==> src/rtl/flags_unit.sv <==
// -----------------------------------------------------------------------------
// flags_unit
//
// Condition-flag register for the execute/branch boundary. Derives zero,
// negative and carry from each valid ALU result under a per-flag update mask.
// It also handles explicit set/clear of carry and clears the flag a taken
// conditional jump tested. An optional LIFO saves and restores the flags on
// interrupt entry and return.
//
// Build option:
//   FLAGS_STACK_EN  when defined, compiles in the save/restore stack and the
//                   sticky stack_ovf/stack_unf indicators. When undefined,
//                   int_save/int_restore are ignored and both indicators
//                   read 0.
//
// Parameters:
//   WIDTH        ALU result width.
//   STACK_DEPTH  number of saved flag sets (>= 1, used only with the stack).
//
// Ports:
//   clk          rising-edge clock
//   rst_n        asynchronous active-low reset
//   enable       stage enable; 0 freezes all state
//   alu_valid    alu_result / alu_carry are valid this cycle
//   alu_result   ALU output [WIDTH-1:0]
//   alu_carry    ALU carry-out
//   flag_mask    per-flag update enables, ordered {c,n,z}
//   setc, clrc   set / clear carry (both together sets)
//   branch       branch code: 100 JMP, 101 JZ, 110 JN, 111 JC
//   jump_taken   the branch resolving this cycle was taken
//   int_save     push the current flags
//   int_restore  pop the flags
//   z, n, c      registered flags
//   stack_ovf    sticky: push while the stack was full
//   stack_unf    sticky: pop while the stack was empty
// -----------------------------------------------------------------------------
module flags_unit #(
  parameter int WIDTH       = 32,
  parameter int STACK_DEPTH = 2
) (
  input  logic             clk,
  input  logic             rst_n,
  input  logic             enable,
  input  logic             alu_valid,
  input  logic [WIDTH-1:0] alu_result,
  input  logic             alu_carry,
  input  logic [2:0]       flag_mask,
  input  logic             setc,
  input  logic             clrc,
  input  logic [2:0]       branch,
  input  logic             jump_taken,
  input  logic             int_save,
  input  logic             int_restore,
  output logic             z,
  output logic             n,
  output logic             c,
  output logic             stack_ovf,
  output logic             stack_unf
);

  localparam logic [2:0] BR_JZ = 3'b101;
  localparam logic [2:0] BR_JN = 3'b110;
  localparam logic [2:0] BR_JC = 3'b111;

  logic z_q, z_d;
  logic n_q, n_d;
  logic c_q, c_d;

  logic z_alu;
  logic n_alu;
  logic c_alu;

  // pop_ok: a restore that actually loads flags this cycle.
  // pop_flags: the top stack entry, packed {c,n,z}.
  logic       pop_ok;
  logic [2:0] pop_flags;

  assign z_alu = (alu_result == '0);
  assign n_alu = alu_result[WIDTH-1];
  assign c_alu = alu_carry;

`ifdef FLAGS_STACK_EN
  // The pointer counts 0..STACK_DEPTH inclusive, so it needs one extra code
  // beyond the entry count. The storage array is sized to the pointer's full
  // range, which lets the pointer index it directly without width mismatch.
  // Entries at or above STACK_DEPTH are never written.
  localparam int              PTR_W    = $clog2(STACK_DEPTH + 1);
  localparam int              MEM_N    = 1 << PTR_W;
  localparam logic [PTR_W-1:0] FULL_PTR = PTR_W'(STACK_DEPTH);

  logic [PTR_W-1:0] ptr_q, ptr_d;
  logic             stack_ovf_q, stack_ovf_d;
  logic             stack_unf_q, stack_unf_d;
  logic [2:0]       stack_mem_q [MEM_N];
  logic             push_we;
  logic [PTR_W-1:0] top_idx;

  assign top_idx = ptr_q - PTR_W'(1);

  always_comb begin
    ptr_d       = ptr_q;
    stack_ovf_d = stack_ovf_q;
    stack_unf_d = stack_unf_q;
    push_we     = 1'b0;
    pop_ok      = 1'b0;
    pop_flags   = stack_mem_q[top_idx];
    if (enable) begin
      // When a save and a restore arrive together, the restore is performed
      // and the save is dropped silently, so no overflow is raised.
      if (int_restore) begin
        if (ptr_q == '0) begin
          stack_unf_d = 1'b1;
        end else begin
          pop_ok = 1'b1;
          ptr_d  = top_idx;
        end
      end else if (int_save) begin
        if (ptr_q == FULL_PTR) begin
          stack_ovf_d = 1'b1;
        end else begin
          push_we = 1'b1;
          ptr_d   = ptr_q + PTR_W'(1);
        end
      end
    end
  end

  always_ff @(posedge clk or negedge rst_n) begin
    if (!rst_n) begin
      ptr_q       <= '0;
      stack_ovf_q <= 1'b0;
      stack_unf_q <= 1'b0;
    end else begin
      ptr_q       <= ptr_d;
      stack_ovf_q <= stack_ovf_d;
      stack_unf_q <= stack_unf_d;
    end
  end

  // Stack contents are not reset; only the pointer says what is live.
  // A push stores the flags as they were before this cycle's update.
  always_ff @(posedge clk) begin
    if (push_we) begin
      stack_mem_q[ptr_q] <= {c_q, n_q, z_q};
    end
  end

  assign stack_ovf = stack_ovf_q;
  assign stack_unf = stack_unf_q;
`else
  localparam int unused_stack_depth = STACK_DEPTH;
  logic unused_stack_inputs;

  assign unused_stack_inputs = int_save ^ int_restore;
  assign pop_ok              = 1'b0;
  assign pop_flags           = 3'b000;
  assign stack_ovf           = 1'b0;
  assign stack_unf           = 1'b0;
`endif

  // Per-flag priority: pop, then ALU, then set/clear carry (carry only),
  // then jump clear, then hold.
  always_comb begin
    z_d = z_q;
    n_d = n_q;
    c_d = c_q;
    if (enable) begin
      if (pop_ok) begin
        {c_d, n_d, z_d} = pop_flags;
      end else begin
        if (alu_valid && flag_mask[0]) begin
          z_d = z_alu;
        end else if (jump_taken && (branch == BR_JZ)) begin
          z_d = 1'b0;
        end

        if (alu_valid && flag_mask[1]) begin
          n_d = n_alu;
        end else if (jump_taken && (branch == BR_JN)) begin
          n_d = 1'b0;
        end

        if (alu_valid && flag_mask[2]) begin
          c_d = c_alu;
        end else if (setc) begin
          c_d = 1'b1;
        end else if (clrc) begin
          c_d = 1'b0;
        end else if (jump_taken && (branch == BR_JC)) begin
          c_d = 1'b0;
        end
      end
    end
  end

  always_ff @(posedge clk or negedge rst_n) begin
    if (!rst_n) begin
      z_q <= 1'b0;
      n_q <= 1'b0;
      c_q <= 1'b0;
    end else begin
      z_q <= z_d;
      n_q <= n_d;
      c_q <= c_d;
    end
  end

  assign z = z_q;
  assign n = n_q;
  assign c = c_q;

endmodule

==> config.mk <==
export PLATFORM = sky130hd
export DESIGN_NAME = flags_unit
export DESIGN_NICKNAME = d
export VERILOG_FILES = /design/src/rtl/flags_unit.sv
export SDC_FILE = /design/constraint.sdc
export NUM_CORES = 1
export LEC_CHECK = 0
export ABC_CLOCK_PERIOD_IN_PS = 1100
export BUFFER_PORTS_ARGS = -buffer_cell sky130_fd_sc_hd__buf_2
export CELL_PAD_IN_SITES_DETAIL_PLACEMENT = 2
export CELL_PAD_IN_SITES_GLOBAL_PLACEMENT = 2
export CORE_AREA = 2 2 55 57
export DETAILED_ROUTE_END_ITERATION = 12
export DIE_AREA = 0 0 57 59
export GPL_TIMING_DRIVEN = 0
export PLACE_DENSITY_LB_ADDON = 0.05
export REMOVE_ABC_BUFFERS = 1
export SLEW_MARGIN = 20
export SYNTH_ARGS = -nofsm -noshare
export SYNTH_HDL_FRONTEND = slang
export SYNTH_SLANG_ARGS = --single-unit
==> constraint.sdc <==
create_clock -name clk -period 1.1 [get_ports clk]
set_clock_uncertainty 0.05 [all_clocks]
set_input_delay 0.055 -clock clk [delete_from_list [all_inputs] [get_ports clk]]
set_output_delay 0.055 -clock clk [all_outputs]
set_load 0.05 [all_outputs]
==> run metrics, run 1 <==
status=finished, violations left; failing checks=negative setup slack; crit end category=register; MaxCap Viol Count=0; Total GRT Usage=8.57%; post-synth cell types=19; RSZ-0062 raised after global routing=true; Power Density=875 nW/um2; final worst slack=-86.1 ps; Max VDD drop=0.515 mV; min-delay src=alu_result[12]; static leakage=0.000304 uW; die width=57 um; Clock Sinks=3; Inst Count DP=112; pre-CTS WS=-422 ps; type of element launching the critical path=primary input; Hold WC Path Type=in2reg; Die Area=3360 um2; PortBufs=48; worst-path fanout max=1; largest net degree at the start of global routing=4; Hold Path Stages=3; most frequent cells in the layout=buf_2, nor4_1; Seq cells post-synth=3; period utilization=108%; clock slew at reported path FFs=40 ps; Post-Syn Instances=34; FP Rows=19; GRT overflow=0; f_max=0.843 GHz; CTS tree=yes; Final Non-Filler Cells=117; Reg2Reg Depth=2; post-CTS setup buffers=0; initial core utilization=9.93%; detailed-route wire length=1410 um; Reg-to-Reg Start=n; Hold Crit Endpoint=z; min cycle time layout=1190 ps; share of cells above drive strength 1=65.1%; number of vias per cell=4.19; Mapped Area=269 um2; WL/cell=12.0 um; vias in the first global route=539; core area=2710 um2; Area growth, synth to finish=121%; total power=520 uW; Synthesis Warnings=0; Ports=53; Die H=59 um; first-pass GRT wire length=2190 um; WP data arrival=1280 ps; Ant. Diodes=0; Filler cells=342; DRC viols=0; worst reg2reg setup slack=280 ps; commonest non-fill, non-tap cell in the layout=buf_2; initial antenna violation count=0; total vias in the final route=490; drt pass-1 iters=2; Final Max Slew Viols=0; final hold vios=0; worst setup path class=in2reg; clock buffer depth=2; Avg Inst Size Synth=7.91 um2; Root Driver=clkbuf_4; Worst Path Required=1190 ps; H-tree levels=1; worst skew pair latency=230 ps; Final #Nets=135; DRT antenna net count=0; gp weighted congestion=0.608; Worst R2R End=n; DRT iter0 DRCs=2; number of CTS-inserted buffers=3; sequential element share of the synthesized area=27.9%; # setup viols final=1; HPWL Detailed=1330 um
==> area by class of cell <==
class | count | area (um2) | area share (%)
Multi-Input combinational cell | 27 | 186 | 31.4
Tap cell | 31 | 38.8 | 6.53
Timing Repair Buffer | 49 | 256 | 43.2
Inverter | 3 | 11.3 | 1.89
Clock buffer | 4 | 26.3 | 4.42
Sequential cell | 3 | 75.1 | 12.6
==> power breakdown <==
| part | switching, uW | leakage (uW) | internal, uW |
|---|---|---|---|
| Sequential | 5.72 | 0.0000383 | 123 |
| Combinational | 109 | 0.000250 | 89.0 |
| Clock | 58.2 | 0.0000150 | 136 |
| Total | 173 | 0.000304 | 348 |
==> cells by family (layout without fill, tap and decap cells) <==
kind of cell | count (synthesis) | count (layout) | synth area share [%]
simple gates | 18 | 18 | 40.0
compound gates | 5 | 5 | 12.6
buf+inv | 5 | 56 | 9.77
flops | 3 | 3 | 27.9
mux | 2 | 2 | 8.37
other cells | 1 | 2 | 1.39
==> per-stage QoR <==
step	hold WS [ps]	setup TNS, ps	cell area [um2]	util, %
finish	61.1	-86.1	594	21.9
global route	64.4	-110	594	21.9
global placement	-196	-416	537	19.8
detailed placement	-192	-422	537	19.8
floorplan	-291	-228	258	-
CTS	55.7	-88.7	594	21.9
==> worst max-delay path by stage <==
stage / from / end / slack [ps] / cells past startpoint
floorplan: alu_result[8] / z / -230 / 3
global placement: alu_result[8] / z / -420 / 4
detailed placement: alu_result[8] / z / -420 / 4
CTS: alu_result[13] / z / -90 / 4
global route: alu_result[13] / z / -110 / 4
finish: alu_result[13] / z / -90 / 4
==> Yosys cell counts <==
master	number	share of area (%)
a31oi_1	1	2.3
dfrtp_1	3	28
nor4b_1	1	3.3
conb_1	1	1.4
o21ai_0	1	1.9
buf_4	2	5.6
o32ai_1	1	3.3
inv_1	3	4.2
mux2_2	2	8.4
nor2_1	1	1.4
nand3_1	3	5.6
nand2_1	2	2.8
o311ai_0	1	3.3
nor3_1	1	1.9
or4_1	2	5.6
nand4_1	2	4.7
nand4b_1	1	3.3
nor4_1	5	12
a21oi_1	1	1.9
==> registers in the layout (all words and copies together), names as in the netlist <==
register  cells
c             1
n             1
z             1
==> what timing repair did <==
action / 4_1_cts / 5_1_grt
endpoints found under the setup margin: 1 / 1
hold buffers: 1 / 0
pin swaps: 2 / 0
hold endpoints to repair: 3 / 0
resized for setup: 4 / 0
==> critical path, cell delays in order <==
cell	delay (ps)
buf_6	90
or4_4	510
or4_4	420
o32ai_2	200
==> per-layer routing <==
layer,global-route usage (%),vias up,part of all wire [%]
met1,8.91,227,37
li1,-,237,-
met4,1.99,0,0
met2,15.8,26,54
met3,3.93,0,8.8
met5,0,-,0
No activity file was read; power rests on OpenSTA's default activity.
==> run 2: changes to the inputs <==
ABC_CLOCK_PERIOD_IN_PS = 1330   (was 1100)
clock period = 1.33 ns   (was 1.1 ns; I/O delays follow)
==> run 2 against run 1 <==
- the run now ends clean
- critical path depth did not move
- clock-buffer cell count did not move
- flip-flop and latch count did not move
- sequential share of layout area rose by 0.30 points
- first-iteration DRC count did not move
==> run metrics, run 2 (same netlist as run 1, synthesis figures left out) <==
status=completed; Area growth, synth to finish=116%; f_max=0.792 GHz; clock slew at reported path FFs=40 ps (about the same); HPWL Detailed=1330 um (unchanged); Hold Path Stages=3 (unchanged); Crit path top cell by count=or4_1; period utilization=94.9%; type of element launching the critical path=primary input; min cycle time layout=1260 ps; Clock Sinks=3 (unchanged); MaxCap Viol Count=0 (unchanged); worst setup path class=in2reg; drt pass-1 iters=2 (unchanged); largest net degree at the start of global routing=4 (unchanged); total vias in the final route=490 (unchanged); final worst slack=68.0 ps (+154 ps); WL/cell=12.0 um (about the same); Clk pwr share=37.6% (+0.3 points); Ports=53 (unchanged); first-pass GRT wire length=2190 um (unchanged); RSZ-0062 raised after global routing=false; NetSw=142 uW (-18%); Worst Path Required=1420 ps (+230 ps); DRT iter0 DRCs=2 (unchanged); Reg2Reg Depth=2 (unchanged); # setup viols final=0 (-1); most frequent cells in the layout=buf_2, nor4_1; Hold WC Path Type=in2reg; Comb power frac=37.5% (-0.5 points); placed inst area=537 um2 (unchanged); worst-path fanout max=1 (unchanged); Die Area=3360 um2 (unchanged); Final Instance Area=581 um2 (-2.3%); max incr delay on CP=500 ps (about the same); worst path cell trace=buf_2 > or4_1 > or4_1 > o32ai_2; detailed-route wire length=1410 um (about the same); commonest non-fill, non-tap cell in the layout=buf_2; WP data arrival=1350 ps (+70 ps); die width=57 um (unchanged); vias in the first global route=533 (-1.1%); core area=2710 um2 (unchanged); number of vias per cell=4.19 (unchanged); pre-CTS WS=-203 ps (+219 ps); Total GRT Usage=8.57% (unchanged); Power Density=735 nW/um2 (-16%); Root Driver=clkbuf_4; DRT antenna net count=0 (unchanged); P_int=285 uW (-18%); DRC viols=0 (unchanged); gp weighted congestion=0.608 (unchanged); CTS tree=yes; Final Non-Filler Cells=117 (unchanged); crit end category=register; Final Max Slew Viols=0 (unchanged); initial core utilization=9.93% (unchanged); number of CTS-inserted buffers=3 (unchanged); post-CTS setup buffers=0 (unchanged); GRT overflow=0 (unchanged); Sw Share=33.2% (+0.065 points); PortBufs=48 (unchanged); Final #Nets=135 (unchanged); sequential share of power=24.9% (+0.2 points); Max VDD drop=0.426 mV (-17%); final hold vios=0 (unchanged); static leakage=0.000298 uW (-1.8%); worst skew pair latency=230 ps (about the same); H-tree levels=1 (unchanged); FP Rows=19 (unchanged); Inst Count DP=112 (unchanged); initial antenna violation count=0 (unchanged); Die H=59 um (unchanged); Ant. Diodes=0 (unchanged); share of cells above drive strength 1=62.8% (-2.3 points); clock buffer depth=2 (unchanged); CP max-delay cell=or4_1
-- run 2: layout make-up --
cell class,count,area [um2]
sequential,3,75.1
clock buffer,4,26.3
timing repair buffer,49,250
inverter,3,11.3
multi-input combinational,27,179
tap,31,38.8
fill,344,2130
-- run 2: critical path: cells and delay by family --
family	cells	cell delay, ps
and+or+nand+nor	2	930
AOI/OAI and AO/OA	1	260
buffers and inverters	1	100
-- run 2: power by group through the flow --
stage / Combinational (uW) / Sequential (uW) / Clock (uW)
after detailed placement: 160 / 108 / 0
final: 160 / 106 / 161
after global placement: 156 / 108 / 0
after CTS: 163 / 107 / 170
after floorplan: 37.0 / 141 / 0
after global routing: 174 / 108 / 179
-- run 2: what timing repair did --
action                                  4_1_cts  5_1_grt
endpoints found under the hold margin         3        0
endpoints found under the setup margin        0        1
gates resized for setup                       0        1
hold buffers                                  1        0
-- run 2: worst paths after layout --
kind / from / endpoint / slack, ps
max: alu_result[8] / z / 70
min: alu_result[31] / n / 80
max reg2reg: n / n / 510
min reg2reg: c / c / 450
max in group asynchronous: rst_n / c / 1010
min in group asynchronous: rst_n / n / 110
-- run 2: layer usage --
layer / up-vias / share of wire [%] / track usage [%]
met5: - / 0 / 0
met4: 0 / 0 / 1.99
met3: 0 / 8.8 / 3.93
met2: 26 / 54 / 15.6
met1: 227 / 37 / 9.04
li1: 237 / - / -
-- run 2: stage by stage --
stage | TNS (ps) | utilization (%) | hold WS, ps | power (uW)
after floorplan | -9.18 | - | -279 | 178
after detailed placement | -203 | 19.8 | -181 | 267
final | 0 | 21.4 | 78.4 | 427
after CTS | 0 | 21.1 | 74.3 | 440
after global routing | 0 | 21.4 | 101 | 462
after global placement | -198 | 19.8 | -184 | 264
